### config.mk
export PLATFORM = sky130hd
export DESIGN_NAME = alu_seq
export DESIGN_NICKNAME = d
export VERILOG_FILES = /design/src/rtl/alu_seq.sv
export SDC_FILE = /design/constraint.sdc
export NUM_CORES = 1
export LEC_CHECK = 0
export CAP_MARGIN = 20
export CORE_MARGIN = 4
export CORE_UTILIZATION = 41
export DETAILED_ROUTE_END_ITERATION = 8
export GPL_ROUTABILITY_DRIVEN = 0
export HOLD_SLACK_MARGIN = 0.1
export PLACE_DENSITY = 0.7
export SLEW_MARGIN = 5
export SYNTH_ARGS = -nofsm -noshare
export SYNTH_HDL_FRONTEND = slang
export SYNTH_SLANG_ARGS = --single-unit
### constraint.sdc
create_clock -name clock -period 2.9 [get_ports clock]
set_input_delay 0.58 -clock clock [delete_from_list [all_inputs] [get_ports clock]]
set_output_delay 0.58 -clock clock [all_outputs]
set_load 0.02 [all_outputs]
### src/rtl/alu_seq.sv
// alu_seq: registered ALU with valid/ready handshakes and a 2*WIDTH accumulator.
// Define ALU_MULT_EN to build the multi-cycle shift-add multiplier for op 010.
module alu_seq #(
   parameter int WIDTH = 4
) (
   input  logic                 clock,
   input  logic                 resetn,
   input  logic                 in_valid,
   output logic                 in_ready,
   input  logic [2:0]           op,
   input  logic [WIDTH-1:0]     a,
   input  logic [WIDTH-1:0]     b,
   input  logic                 use_acc,
   input  logic                 acc_clr,
   output logic                 out_valid,
   input  logic                 out_ready,
   output logic [2*WIDTH-1:0]   result,
   output logic [2*WIDTH-1:0]   acc,
   output logic                 busy
);

   localparam int N = 2 * WIDTH;

   typedef enum logic [1:0] {
      IDLE = 2'd0,
      BUSY = 2'd1,
      DONE = 2'd2
   } state_t;

   state_t           state;
   state_t           state_nxt;
   logic             accept;
   logic             load;
   logic [N-1:0]     load_val;
   logic [N-1:0]     alu_res;
   logic [WIDTH-1:0] opb;
   logic [WIDTH:0]   sum;
   logic [WIDTH:0]   diff;

   assign in_ready  = (state == IDLE);
   assign out_valid = (state == DONE);
   assign accept    = in_valid && in_ready;

   assign opb  = use_acc ? acc[WIDTH-1:0] : b;
   assign sum  = {1'b0, a} + {1'b0, opb};
   assign diff = {1'b0, a} - {1'b0, opb};

   always_comb begin
      alu_res = '0;
      unique case (op)
         3'b000:  alu_res = {{(N-WIDTH-1){1'b0}}, sum};
         3'b001:  alu_res = {{(N-WIDTH-1){1'b0}}, diff};
         3'b011:  alu_res = {a | opb, a ^ opb};
         3'b100:  alu_res[0] = |{a, opb};
         3'b101:  alu_res[0] = &{a, opb};
         3'b110:  alu_res = {a, opb};
         // shifting by N or more already yields zero
         3'b111:  alu_res = acc << opb;
         default: alu_res = '0;
      endcase
   end

`ifdef ALU_MULT_EN
   localparam int CW = $clog2(WIDTH + 1);

   logic [CW-1:0]    cnt;
   logic [N-1:0]     mcand;
   logic [N-1:0]     prod;
   logic [N-1:0]     prod_nxt;
   logic [WIDTH-1:0] mplier;

   assign prod_nxt = mplier[0] ? prod + mcand : prod;
   assign busy     = (state == BUSY);

   always_ff @(posedge clock) begin
      if (!resetn) begin
         cnt    <= '0;
         mcand  <= '0;
         mplier <= '0;
         prod   <= '0;
      end else if (accept && op == 3'b010) begin
         cnt    <= CW'(WIDTH);
         mcand  <= {{WIDTH{1'b0}}, a};
         mplier <= opb;
         prod   <= '0;
      end else if (state == BUSY) begin
         cnt    <= cnt - CW'(1);
         mcand  <= mcand << 1;
         mplier <= mplier >> 1;
         prod   <= prod_nxt;
      end
   end
`else
   assign busy = 1'b0;
`endif

   always_comb begin
      state_nxt = state;
      load      = 1'b0;
      load_val  = alu_res;
      unique case (state)
         IDLE: begin
            if (accept) begin
`ifdef ALU_MULT_EN
               if (op == 3'b010) begin
                  state_nxt = BUSY;
               end else begin
                  state_nxt = DONE;
                  load      = 1'b1;
               end
`else
               state_nxt = DONE;
               load      = 1'b1;
`endif
            end
         end
         BUSY: begin
`ifdef ALU_MULT_EN
            // last partial product goes straight into result
            if (cnt == CW'(1)) begin
               state_nxt = DONE;
               load      = 1'b1;
               load_val  = prod_nxt;
            end
`else
            state_nxt = IDLE;
`endif
         end
         DONE: begin
            if (out_ready) begin
               state_nxt = IDLE;
            end
         end
         default: state_nxt = IDLE;
      endcase
   end

   always_ff @(posedge clock) begin
      if (!resetn) begin
         state  <= IDLE;
         result <= '0;
         acc    <= '0;
      end else begin
         state <= state_nxt;
         if (load) begin
            result <= load_val;
         end
         if (acc_clr) begin
            acc <= '0;
         end else if (load) begin
            acc <= load_val;
         end
      end
   end

endmodule

==> impl.org <==
** Critical path
- Data arrives at the worst endpoint at 2.92 ns.
- Traced cell by cell, the critical path runs through clkdlybuf4s50_1 -> mux2i_4 -> inv_1 -> ha_1 -> fa_1 -> a21o_1 -> a211o_1 -> a311oi_2 -> buf_4 -> o21ai_1.
- Slowest library cell on the worst path :: clkdlybuf4s50_1
- Endpoint required time on the critical path :: 3.04 ns
- Startpoint class of the critical path :: primary input
- The worst setup path is of the in -> reg kind.
- CP delay by family, top :: compound AO/OA/AOI/OAI gates
- Maximum net fanout on the critical path :: 3
- For this run, the slowest stage of the critical path takes 0.47 ns.
- The worst setup path is captured at a register.
- Buffers & Inverters on Critical Path :: 3

** Floorplanning
- The initial utilization of the core area, before any placement, comes to 42.5%.
- Core box area :: 4030 sq um
- Chip Width :: 72.7 microns
- In this run the core area contains 23 standard-cell rows.
- Die area :: 5280 sq um
- Height of the chip :: 72.7 microns
- 36 I/O pins were placed.

** Drt
- After the first detailed-routing iteration, the DRC count stood at 74.
- Detailed-route via count :: 1,681
- Via count normalized by instance count :: 5.48
- For this block, the routed nets add up to 4670 microns of wire.
- In the routed design, unresolved DRC markers number 0.
- The count of nets left with antenna violations once routing finished came out at 0.
- First-pass DRT Iterations :: 4
- Dividing the detail-routed wire length by the instance count gives 15.2 microns.

** Timing
- FMAX :: 361 MHz
- Final critical path time including I/O delays and setup :: 2.77 ns
- The final count of pins violating max slew is 0.
- Setup slack closes at 0.127 ns.
- Setup repair after global routing missed its margin :: no
- Count of endpoints failing hold in the final timing report :: 0
- At the pin with the least slew margin, the transition time is 0.539 ns.
- Worst-case headroom to the max-slew limit :: 63.6%
- Setup violations remaining at the end of the flow were counted as 0.
- On the final layout, the worst hold slack is 0.453 ns.
- Fin Clk Skew :: 0.00309 ns
- Dividing the final minimum period by the clock period gives 95.6%.

** Global routing
- Entering global routing, the biggest net connects 12 pins.
- The first global-routing pass estimated 7890 microns of wire.
- Vias in the first global route :: 1,672
- Global routing usage summed across all routing layers :: 18.7%
- Summed over all layers, the global routing overflow is 0.
- Antenna violations before repair :: 0

** Power and ir drop
- Power comes to 680 uW.
- For this design the static power due to leakage is 0.947 nW.
- Power spread over the standard cell area amounts to 293 nW/um^2.
- Worst vdd rail ir drop :: 285 uV

** Clock tree
- At the later pin of the worst-skew pair, clock insertion delay measures 0.25 ns.
- Htree depth :: 1
- Clock-pin slew was measured on the worst setup and hold paths at 0.06 ns.
- TritonCTS built the clock tree.
- Clock tree synthesis inserted a total of 3 buffers.
- Clock Sink Count :: 17
- CTS placed an instance of clkbuf_8 at the clock tree root.
- Counting along the longest clock path gives a buffer depth of 2.

** Yosys
- Number of synthesized register bits :: 17
- In this run the mean area of a mapped cell was 8.53 sq um.
- During synthesis, Yosys emitted a total of 0 warnings.
- After synthesis, the share of flip-flops with an asynchronous set or reset is 0%.
- Yosys mapped the design onto 55 distinct sky130hd cell types.
- In the synthesized netlist the dominant register cell turns out to be dfxtp_1.
- When the netlist entered floorplanning its net count stood at 232.
- Of the synthesized area, sequential elements account for 19.9%.
- Counting every instance in the synthesized netlist gives 201.
- In this run the cell area of the synthesized design comes to 1710 sq um.
- Yosys mapped a number of flops with a built-in enable equal to 0.

** Placement
- Placed Instances :: 303
- Worst-case setup slack after placement :: -0.321 ns
- Once detailed placement completed, the half-perimeter wirelength came to 3850 microns.
- Number of buffers inserted by port buffering :: 34

** Run
- Max-cap violations in this run came to 0.

** Cells and area
- Layout overhead on the synthesized area :: 35.2%
- Diodes inserted :: 0
- Fraction of layout instances using a drive strength above 1 :: 19.5%
- Number of nets in the final layout :: 289
- For this run, the number of standard cells in the final layout without fillers is 307.
- Number of filler instances in the final layout :: 381

** Worst hold path
- The tightest min-delay check is of the reg -> reg type.

** Run status
- Outcome :: finished clean
[flip-flops by register name, indices dropped and copies added (netlist names)]
| signal | count |
|---|---|
| acc | 8 |
| result | 8 |
| state | 1 |
[metrics by stage]
step	util (%)	instance area (sq um)	setup TNS (ns)
2_1_floorplan	-	1710	0
3_3_place_gp	56.3	2270	-1.22
3_5_place_dp	56.3	2270	-1.47
4_1_cts	57.5	2320	0
5_1_grt	57.5	2320	0
6_report	57.5	2320	0
[Yosys cell counts (all sizes together) (2+ instances only)]
cell type / count / share of area [%]
mux2i: 9 / 8.2
o211a: 4 / 2.3
o221ai: 3 / 1.5
nor2b: 5 / 1.8
ha: 12 / 8.8
nand3b: 2 / 0.88
a22o: 5 / 2.6
nor2: 10 / 2.2
nand2: 23 / 5.0
o2bb2ai: 3 / 1.5
dfxtp: 17 / 20
nand3: 4 / 1.2
o21ai: 11 / 3.2
nor4: 2 / 0.73
a22oi: 2 / 0.88
clkbuf: 4 / 0.88
a32o: 2 / 1.2
nor3: 5 / 2.0
and2: 6 / 2.2
a21oi: 6 / 2.0
o211ai: 2 / 0.88
a41oi: 3 / 2.4
fa: 2 / 2.3
o21a: 3 / 1.3
or3: 2 / 1.0
mux2: 2 / 1.3
mux4: 2 / 2.6
buf: 6 / 2.6
inv: 16 / 3.5
nand2b: 12 / 4.4
[where the power goes]
group          switching, mW  leakage, nW  total, mW  internal [mW]
logic                  0.130        0.787      0.256          0.126
registers            0.00681        0.138      0.248          0.241
clock network         0.0783       0.0228      0.176         0.0976
[final cells by class]
| type | count | area (sq um) | share of cell area (%) |
|---|---|---|---|
| well taps | 50 | 62.6 | 2.70 |
| multi-input cells | 158 | 1260 | 54.4 |
| clock buffers | 4 | 45.0 | 1.94 |
| repair buffers | 62 | 549 | 23.7 |
| flip-flops and latches | 17 | 340 | 14.7 |
| inverters | 16 | 60.1 | 2.59 |
[cells in the final DEF, fill, tap and decap left out, types with 3 or more instances in the layout]
cell / netlist / routed
nor3_1: 3 / 3
nand2_1: 23 / 23
clkbuf_8: 0 / 3
mux2i_1: 5 / 5
o211a_1: 4 / 4
nor2b_1: 5 / 5
mux2i_4: 4 / 4
inv_1: 13 / 13
o21ai_1: 4 / 4
o2bb2ai_1: 3 / 3
a22o_1: 5 / 5
o221ai_1: 3 / 3
o21a_1: 3 / 3
dfxtp_1: 17 / 17
and2_1: 6 / 6
a21oi_1: 5 / 5
nand3_1: 4 / 4
inv_2: 3 / 3
clkdlybuf4s50_1: 0 / 33
ha_1: 12 / 12
nand2b_1: 12 / 12
buf_4: 1 / 28
nor2_1: 10 / 10
o21ai_0: 7 / 7
[repair_timing]
item,4_1_cts,5_1_grt
hold buffers,0,0
gates resized for setup,2,0
setup buffers,0,0
setup endpoints to repair,2,0
endpoints found under the hold margin,0,0
[worst register-to-register path, delay by kind of cell (launching register included)]
family	cells	cell delay [ns]
AO/OA/AOI/OAI	4	0.83
buffers and inverters	2	0.25
flip-flops	1	0.36
multiplexers	1	0.15
adder cells (fa/ha/maj)	2	0.63
[worst paths after layout]
kind / slack, ns / from / depth (start not counted) / to
worst max register to register: 0.57 / acc[0] / 9 / acc[4]
worst min register to register: 0.45 / result[7] / 2 / result[7]
worst max-delay path: 0.13 / b[0] / 10 / acc[4]
worst min-delay path: 0.45 / result[7] / 2 / result[7]
[cell families (layout without fill, tap and decap cells)]
kind of cell    after synthesis  after routing  share of synthesized area (%)
xor+xnor                      1              1                          0.511
compound gates               54             54                           25.9
buf+inv                      26             82                           7.01
flops                        17             17                           19.9
other cells                   1              1                          0.219
mux                          13             13                           12.1
fa+ha+maj                    14             14                           11.1
simple gates                 75             75                           23.3
[metal layers]
| layer | wire length, microns | global-route usage [%] | up-vias |
|---|---|---|---|
| met5 | 0 | 0 | - |
| met4 | 42 | 3.69 | 0 |
| met3 | 237 | 3.72 | 6 |
| met2 | 2190 | 30.5 | 40 |
| met1 | 2200 | 25.8 | 798 |
| li1 | - | - | 837 |
Note: power is estimated with default switching activity, not from simulation.
